==> config.mk <==
export PLATFORM = sky130hd
export DESIGN_NAME = tdmseg4_rx
export DESIGN_NICKNAME = d
export VERILOG_FILES = /design/src/rtl/tdmseg4_rx.sv
export SDC_FILE = /design/constraint.sdc
export NUM_CORES = 1
export LEC_CHECK = 0
export ABC_AREA = 1
export CAP_MARGIN = 20
export CORE_MARGIN = 5
export CORE_UTILIZATION = 45
export DETAILED_ROUTE_END_ITERATION = 6
export MAX_ROUTING_LAYER = met4
export PLACE_DENSITY_LB_ADDON = 0.1
export SLEW_MARGIN = 20
export SYNTH_ARGS = -nofsm -noshare
export SYNTH_HDL_FRONTEND = slang
export SYNTH_SLANG_ARGS = --single-unit
export TNS_END_PERCENT = 50
==> constraint.sdc <==
create_clock -name clk -period 2.39 [get_ports clk]
set_input_delay 0.478 -clock clk [delete_from_list [all_inputs] [get_ports clk]]
set_output_delay 0.478 -clock clk [all_outputs]
set_load 0.005 [all_outputs]
==> src/rtl/tdmseg4_rx.sv <==
// tdmseg4_rx - receiver for a 4-digit time-multiplexed 7-segment display bus.
//
// Samples the glyph and one-hot digit enable on every clock and decodes each
// glyph back to BCD. It assembles 4-digit frames and converts each clean frame
// to binary. A value is published only after STABLE identical frames in a row.
//
// Ports:
//   clk      system clock (the clock the display bus is launched on)
//   rstn     asynchronous active-low reset
//   segment  glyph, bit6..bit0 = G,F,E,D,C,B,A, 1 = lit
//   dden     one-hot digit enable, dden[0] = least significant digit
//   data     last stable decoded value, binary 0-9999
//   valid    one-cycle pulse when data is loaded with a new value
//   err      one-cycle pulse when a frame is discarded
module tdmseg4_rx #(
  parameter int STABLE = 2
) (
  input  logic        clk,
  input  logic        rstn,
  input  logic [6:0]  segment,
  input  logic [3:0]  dden,
  output logic [13:0] data,
  output logic        valid,
  output logic        err
);

  localparam logic [3:0] STB = 4'(STABLE);

  typedef enum logic {IDLE, CONV} state_t;

  // Strict glyph decode: returns {ok, bcd}; anything off-table is invalid.
  function automatic logic [4:0] dec7(input logic [6:0] g);
    case (g)
      7'b0111111: dec7 = 5'h10;
      7'b0000110: dec7 = 5'h11;
      7'b1011011: dec7 = 5'h12;
      7'b1001111: dec7 = 5'h13;
      7'b1100110: dec7 = 5'h14;
      7'b1101101: dec7 = 5'h15;
      7'b1111100: dec7 = 5'h16;
      7'b0000111: dec7 = 5'h17;
      7'b1111111: dec7 = 5'h18;
      7'b1100111: dec7 = 5'h19;
      default:    dec7 = 5'h00;
    endcase
  endfunction

  logic [3:0]  dig    [4];
  logic [3:0]  dig_n  [4];
  logic [3:0]  dig_p0 [4];
  logic [3:0]  mask, mask_n;
  logic        ferr, ferr_n;
  logic [4:0]  dec;
  logic        onehot;
  logic [1:0]  idx;
  logic        done, accept;
  state_t      state;
  logic [1:0]  cnt;
  logic [13:0] acc_p1;
  logic [13:0] prev;
  logic        vld_p2;
  logic        errv_p1;
  logic [3:0]  mcnt, mcnt_n;
  logic        have;
  logic        load;

  assign dec    = dec7(segment);
  assign onehot = (dden != 4'd0) && ((dden & (dden - 4'd1)) == 4'd0);

  always_comb begin
    case (dden)
      4'b0001: idx = 2'd0;
      4'b0010: idx = 2'd1;
      4'b0100: idx = 2'd2;
      default: idx = 2'd3;
    endcase
  end

  // Next frame state for this sample. A slot seen twice restarts the frame
  // with this sample as its first digit, so a stale error does not survive.
  always_comb begin
    dig_n  = dig;
    mask_n = mask;
    ferr_n = ferr;
    if (onehot) begin
      dig_n[idx] = dec[4] ? dec[3:0] : 4'd0;
      if ((mask & dden) != 4'd0) begin
        mask_n = dden;
        ferr_n = ~dec[4];
      end else begin
        mask_n = mask | dden;
        ferr_n = ferr | ~dec[4];
      end
    end else if (dden != 4'd0) begin
      ferr_n = 1'b1;
    end
  end

  assign done = (mask_n == 4'hF);
  // Back-to-back frames complete exactly on the last conversion step, so the
  // engine accepts a new snapshot then as well as when idle.
  assign accept = done && !ferr_n &&
                  ((state == IDLE) || (cnt == 2'd0));

  always_comb begin
    if (acc_p1 == prev)
      mcnt_n = (mcnt >= STB) ? STB : mcnt + 4'd1;
    else
      mcnt_n = 4'd1;
  end

  assign load = vld_p2 && (mcnt_n == STB) && (!have || (acc_p1 != data));

  // Control and output registers.
  always_ff @(posedge clk or negedge rstn) begin
    if (!rstn) begin
      mask    <= 4'd0;
      ferr    <= 1'b0;
      errv_p1 <= 1'b0;
      err     <= 1'b0;
      state   <= IDLE;
      cnt     <= 2'd0;
      vld_p2  <= 1'b0;
      mcnt    <= 4'd0;
      have    <= 1'b0;
      data    <= 14'd0;
      valid   <= 1'b0;
    end else begin
      // Stage: frame capture.
      if (done) begin
        mask <= 4'd0;
        ferr <= 1'b0;
      end else begin
        mask <= mask_n;
        ferr <= ferr_n;
      end
      errv_p1 <= done && ferr_n;
      err     <= errv_p1;

      // Stage: BCD-to-binary conversion, one digit per cycle.
      vld_p2 <= 1'b0;
      case (state)
        IDLE: begin
          if (accept) begin
            state <= CONV;
            cnt   <= 2'd3;
          end
        end
        CONV: begin
          cnt <= cnt - 2'd1;
          if (cnt == 2'd0) begin
            vld_p2 <= 1'b1;
            if (accept)
              cnt <= 2'd3;
            else
              state <= IDLE;
          end
        end
        default: state <= IDLE;
      endcase

      // Stage: stability compare and publish.
      valid <= 1'b0;
      if (vld_p2) begin
        mcnt <= mcnt_n;
        if (load) begin
          data  <= acc_p1;
          valid <= 1'b1;
          have  <= 1'b1;
        end
      end
    end
  end

  // Datapath registers; their contents are qualified by the control above.
  always_ff @(posedge clk) begin
    dig <= dig_n;
    if (accept)
      dig_p0 <= dig_n;
    // The first step starts the accumulator from zero.
    if (state == CONV)
      acc_p1 <= ((cnt == 2'd3) ? 14'd0 : (acc_p1 << 3) + (acc_p1 << 1)) +
                {10'd0, dig_p0[cnt]};
    if (vld_p2 && (acc_p1 != prev))
      prev <= acc_p1;
  end

endmodule
==> impl_metrics.toml, run 1 <==
[status]
status = "finished with violations"
violations = "negative setup slack"

[grt]
grt_start_max_net_pins = 32
antenna_found_initial = 0
grt_pass1_vias = 4059
grt_util_all_layers_pct = 19.2
grt_overflow = 0
grt_pass1_wl_um = 19300

[floorplanning]
start_util_pct = 46.0
dieWidth_um = 115
die_h_um = 115
rows = 38
dieArea_mm2 = 0.0133
core_area_mm2 = 0.0109
ios = 29

[logic_synthesis]
yosys_warnings = 0
synth.distinct_cells = 39
synth_fp_nets = 647
synthCells = 615
synth.avg_cell_area_um2 = 8.14
yosysTopAreaCell = "edfxtp_1"
yosysSeqAreaShare_pct = 48.3
synth-edff-count = 44
synth_most_common_cell = "nand2_1"
ys_async_sr_fraction_pct = 34.1
netlist.area_leader.share_pct = 26.4
synth-seq-cells = 91
synth_ff_type = "edfxtp_1"
synth.area.top_cells = "edfxtp_1 26%, dfrtp_1 15%, nand2_1 14%, dfxtp_1 6.4%, inv_1 5.9%"
netlist_area_mm2 = 0.00501
synth_commonest_cells = "186 x nand2_1, 79 x inv_1, 67 x nor2_1"

[min_path]
whs_endpoint = "err$_DFF_PN0_"
min_from = "errv_p1$_DFF_PN0_"
min_delay_path_depth = 0
hold_path_class = "reg2reg"

[layout]
multi_input_area_mm2 = 0.00232
fin_nets = 754
instances_no_fill = 867
area_growth_pct = 25.3
drive_gt1_share_pct = 18.6
register_area_mm2 = 0.00242
fillers = 970
final_area_mm2 = 0.00627
antenna_cells = 0
utilization_pct = 57.6

[timing]
rsz0062_at_grt = "yes"
post-route-period-util_pct = 108
relSlewSlack_pct = 71.9
max_freq_mhz = 388
finalCriticalPeriod_ps = 2580
skew_ps = 9.28
finalSetupViolations = 7
hold_viol = 0
tns_ps = -859
drv_slew = 0
worst_pin_slew_ps = 421
worst_slack_ps = -189
hold_slack_ps = 358

[cts]
clk_latency_ps = 370
ctsHoldBuffers = 0
htreeDepth = 3
numCtsBuffers = 9
clk_transition_reported_paths_ps = 90
tritoncts = "done"
clockBufferDepth = 2
clock_sinks = 91
root_buffer = "clkbuf_8"

[route]
drc = 0
firstDrtPassIters = 4
wl_per_cell_um = 13.4
vias = 4292
initialDrtViolationCount = 247
viasPerCell = 4.95
wl_um = 11600
antenna_left = 0

[power]
power_density_mw_per_mm2 = 672
p_leak_nw = 2.97
peakVddDrop_v = 0.000387
finalPower_mw = 4.21

[placement]
globalplace.congestion = 0.884
io_buffers = 28
dpl.cell_count = 837
dp_hpwl_um = 8620
preCtsSetupSlack_ps = -310
postPlaceCellArea_mm2 = 0.00590

[critical_path]
path_buf_inv = 4
required_ps = 2530
regToRegStartpoint = "cnt[0]$_DFFE_PN0P_"
path_max_fanout = 7
crit_top_cell = "nand2_1"
slowest_delay_ps = 500
cp-end-kind = "register"
path_class = "reg2reg"
crit_family = "simple AND/OR/NAND/NOR gates"
reg2reg_to = "acc_p1[13]$_DFFE_PP_"
timing.reg2reg.setup_slack_ps = -190
slowest_stage = "dfrtp_2"
cp.arrival_ps = 2720
rr_worst_depth = 18
crit_chain = "clkinv_4 -> nor2_2 -> o22ai_2 -> ha_2 -> inv_2 -> fa_2 -> inv_2 -> nand2_1 -> nand2_1 -> nand2_2 -> nor2_4 -> nand4_1 -> nor2_1 -> nand2_1 -> nor2_2 -> nand3_1 -> nand2_1 -> inv_1"
worst_setup_path_start_kind = "register"

[flow_run]
drv_cap = 0
[state kept, by name (all words and copies together) (netlist names)]
register / count
dig: 16
dig_p0: 16
acc_p1: 14
data: 14
prev: 14
mask: 4
mcnt: 4
cnt: 2
err: 1
errv_p1: 1
ferr: 1
have: 1
state: 1
valid: 1
vld_p2: 1
[how the worst max path moves through the flow]
stage | start | to | slack (ps) | cells after the start
floorplan | cnt[0]$_DFFE_PN0P_ | acc_p1[11]$_DFFE_PP_ | -60 | 18
global placement | cnt[0]$_DFFE_PN0P_ | acc_p1[13]$_DFFE_PP_ | -180 | 18
detailed placement | cnt[0]$_DFFE_PN0P_ | acc_p1[13]$_DFFE_PP_ | -310 | 18
CTS | cnt[0]$_DFFE_PN0P_ | acc_p1[11]$_DFFE_PP_ | -190 | 18
global route | cnt[0]$_DFFE_PN0P_ | acc_p1[13]$_DFFE_PP_ | -370 | 18
finish | cnt[0]$_DFFE_PN0P_ | acc_p1[13]$_DFFE_PP_ | -190 | 18
[cells by family (layout without fill, tap and decap cells)]
family	after synthesis	after routing	share of synthesized area, %
buffers and inverters	87	199	6.82
and+or+nand+nor	343	343	30.3
DFF	91	91	48.3
xor gates and xnor gates	21	21	3.67
AOI/OAI and AO/OA	54	54	5.90
adders and majority gates	19	19	5.05
[power breakdown]
part           leakage [nW]  switching (mW)  internal (mW)
Combinational          1.93           0.707          0.644
Clock                0.0974           0.562          0.452
Sequential            0.942          0.0811           1.77
[worst reg2reg max path, delay by kind of cell, from the launching register on]
kind / cells / cell delay, ps
AO/OA/AOI/OAI: 1 / 140
flip-flops: 1 / 500
adder cells (fa/ha/maj): 2 / 550
buffers and inverters: 4 / 240
AND/OR/NAND/NOR: 11 / 920
[placed cells by master, fill, tap and decap left out, drive strengths merged, types with 2 or more instances in the layout]
| master | Yosys | routed |
|---|---|---|
| nand2 | 190 | 190 |
| xnor2 | 10 | 10 |
| clkdlybuf4s50 | 0 | 28 |
| edfxtp | 44 | 44 |
| inv | 80 | 84 |
| fa | 2 | 2 |
| buf | 5 | 74 |
| nand3b | 2 | 2 |
| a21oi | 17 | 17 |
| nand3 | 43 | 43 |
| dfrtp | 31 | 31 |
| o22ai | 5 | 5 |
| ha | 17 | 17 |
| nor3 | 7 | 7 |
| clkbuf | 1 | 12 |
| dfxtp | 16 | 16 |
| a31oi | 5 | 5 |
| or2 | 6 | 6 |
| o21ai | 24 | 24 |
| xor2 | 11 | 11 |
| nor2 | 75 | 75 |
| nand4 | 19 | 19 |
[layer usage]
| layer | wire length, um | track usage (%) |
|---|---|---|
| met1 | 5260 | 23.5 |
| met2 | 5460 | 30.4 |
| met3 | 501 | 3.39 |
| met4 | 357 | 9.70 |
| met5 | 0 | - |
[repair_timing]
| action | 4_1_cts | 5_1_grt |
|---|---|---|
| setup buffers | 10 | 4 |
| gates resized for setup | 19 | 14 |
| pin swaps | 9 | 4 |
| setup endpoints to repair | 7 | 7 |
[cell type report]
cell class	count	area share, %
Multi-Input combinational cell	437	37.1
Inverter	81	4.97
Clock buffer	12	2.49
Tap cell	140	2.79
Timing Repair Buffer	102	13.6
Sequential cell	91	38.6
Clock inverter	4	0.479
(Power assumes the default switching activity.)
==> run 2, diff against run 1 <==
CORE_MARGIN = not set   (was 5)
==> run 2 against run 1 <==
  * Combinational power is essentially flat
  * Critical path type unchanged
  * The run still ends with negative setup slack left
  * Sequential power is essentially flat
  * First-iteration DRC count shrank 11%
  * Global-route usage grew 3.2 points
  * Clock power is essentially flat
==> impl_metrics.toml, run 2 (same netlist as run 1, synthesis figures left out) <==
[status]
status = "finished with violations"
violations = "negative setup slack"

[timing]
worst_pin_slew_ps = 418
hold_viol = 0
skew_ps = 14.2
finalSetupViolations = 7
relSlewSlack_pct = 72.1
worst_slack_ps = -193
max_freq_mhz = 387
post-route-period-util_pct = 108
drv_slew = 0
finalCriticalPeriod_ps = 2580
rsz0062_at_grt = "yes"

[layout]
drive_gt1_share_pct = 19.0
utilization_pct = 58.3
final_cell_mix = "183 x nand2_1, 76 x inv_1, 72 x buf_4, 58 x nor2_1, 44 x edfxtp_1"
fillers = 1006
fin_nets = 757
antenna_cells = 0
area_growth_pct = 26.1
final_area_mm2 = 0.00632
layout_commonest_cell = "nand2_1"
reg_top3 = "dig (16), dig_p0 (16)"

[cts]
clk_latency_ps = 380
root_buffer = "clkbuf_8"
clock_sinks = 91
clockBufferDepth = 2
tritoncts = "done"
ctsHoldBuffers = 0
htreeDepth = 3
clk_transition_reported_paths_ps = 100
numCtsBuffers = 9

[critical_path]
crit_chain = "buf_6 -> o21ai_2 -> o22ai_2 -> ha_2 -> inv_2 -> fa_2 -> inv_2 -> nand2_2 -> nand2_2 -> nand2_4 -> nor2_4 -> inv_1 -> nor2_2 -> nand2_1 -> nor2_2 -> nand2_1 -> xnor2_1 -> inv_1"
required_ps = 2530
cp-end-kind = "register"
slowest_delay_ps = 480
cp.arrival_ps = 2720
path_class = "reg2reg"
slowest_stage = "dfrtp_2"
worst_setup_path_start_kind = "register"
path_max_fanout = 6

[power]
power_density_mw_per_mm2 = 668
peakVddDrop_v = 0.000511
p_leak_nw = 3.00

[grt]
grt_pass1_wl_um = 19100
grt_overflow = 0
grt_start_max_net_pins = 32
grt_pass1_vias = 4040
antenna_found_initial = 0
grt_util_all_layers_pct = 22.4

[placement]
io_buffers = 28
postPlaceCellArea_mm2 = 0.00591
dp_hpwl_um = 8680
globalplace.congestion = 0.869

[route]
initialDrtViolationCount = 221
viasPerCell = 4.96
drc = 0
antenna_left = 0
vias = 4312
wl_um = 11500
firstDrtPassIters = 5
wl_per_cell_um = 13.2

[floorplanning]
rows = 38
start_util_pct = 46.2
ios = 29
dieWidth_um = 107
die_h_um = 107
dieArea_mm2 = 0.0116
core_area_mm2 = 0.0108

[min_path]
hold_path_class = "reg2reg"

[flow_run]
drv_cap = 0
[run 2: final timing paths]
| path | startpoint | end | depth (start not counted) | slack, ps |
|---|---|---|---|---|
| worst max-delay path | cnt[0]$_DFFE_PN0P_ | acc_p1[11]$_DFFE_PP_ | 18 | -190 |
| worst min-delay path | errv_p1$_DFF_PN0_ | err$_DFF_PN0_ | 0 | 350 |
| worst max register to register | cnt[0]$_DFFE_PN0P_ | acc_p1[11]$_DFFE_PP_ | 18 | -190 |
| min in group asynchronous | rstn | data[11]$_DFFE_PN0P_ | 2 | 500 |
| worst min register to register | errv_p1$_DFF_PN0_ | err$_DFF_PN0_ | 0 | 350 |
| max in group asynchronous | rstn | cnt[0]$_DFFE_PN0P_ | 2 | 1560 |
[run 2: where the power goes]
| group | internal (mW) | switching (mW) | leakage, nW |
|---|---|---|---|
| Combinational | 0.643 | 0.709 | 1.96 |
| Clock | 0.449 | 0.582 | 0.101 |
| Sequential | 1.77 | 0.0684 | 0.942 |
| Total | 2.86 | 1.36 | 3.00 |
[run 2: layout make-up]
class,count,area [um2],share of cell area [%]
Clock inverter,5,41.3,0.654
Clock buffer,11,151,2.40
Timing Repair Buffer,105,886,14.0
Sequential cell,91,2420,38.3
Tap cell,140,175,2.77
Inverter,81,307,4.85
Multi-Input combinational cell,437,2340,37.0
[run 2: timing repair]
item,CTS,global route
gates cloned,0,0
setup endpoints to repair,7,24
pin swaps,8,10
gates resized for setup,17,17
setup buffers,9,7
[run 2: critical path, delay by kind of cell, from the launching register on]
kind / cells / cell delay [ps]
buffers and inverters: 5 / 340
and+or+nand+nor: 8 / 580
AOI/OAI and AO/OA: 2 / 220
xor gates and xnor gates: 1 / 150
adders and majority gates: 2 / 580
DFF: 1 / 480
[run 2: layer usage]
metal / global-route usage, % / wire, um / up-vias
met4: 8.02 / 289 / 0
met3: 5.51 / 422 / 19
met2: 38.6 / 5920 / 90
met1: 25.1 / 4880 / 1985
met5: - / 0 / -
li1: - / - / 2218
[run 2: through the flow]
step                      hold WS [ps]  total power [mW]  std cells  TNS, ps  setup slack (ps)
final                              354              4.22        870     -831              -193
after global placement             338              2.98        839    -3320              -227
after CTS                          356              4.13        864     -397              -125
after floorplan                    182              2.55        615    -90.1             -58.0
after detailed placement           342              3.01        839    -4910              -298
after global routing               358              4.48        870    -2270              -394
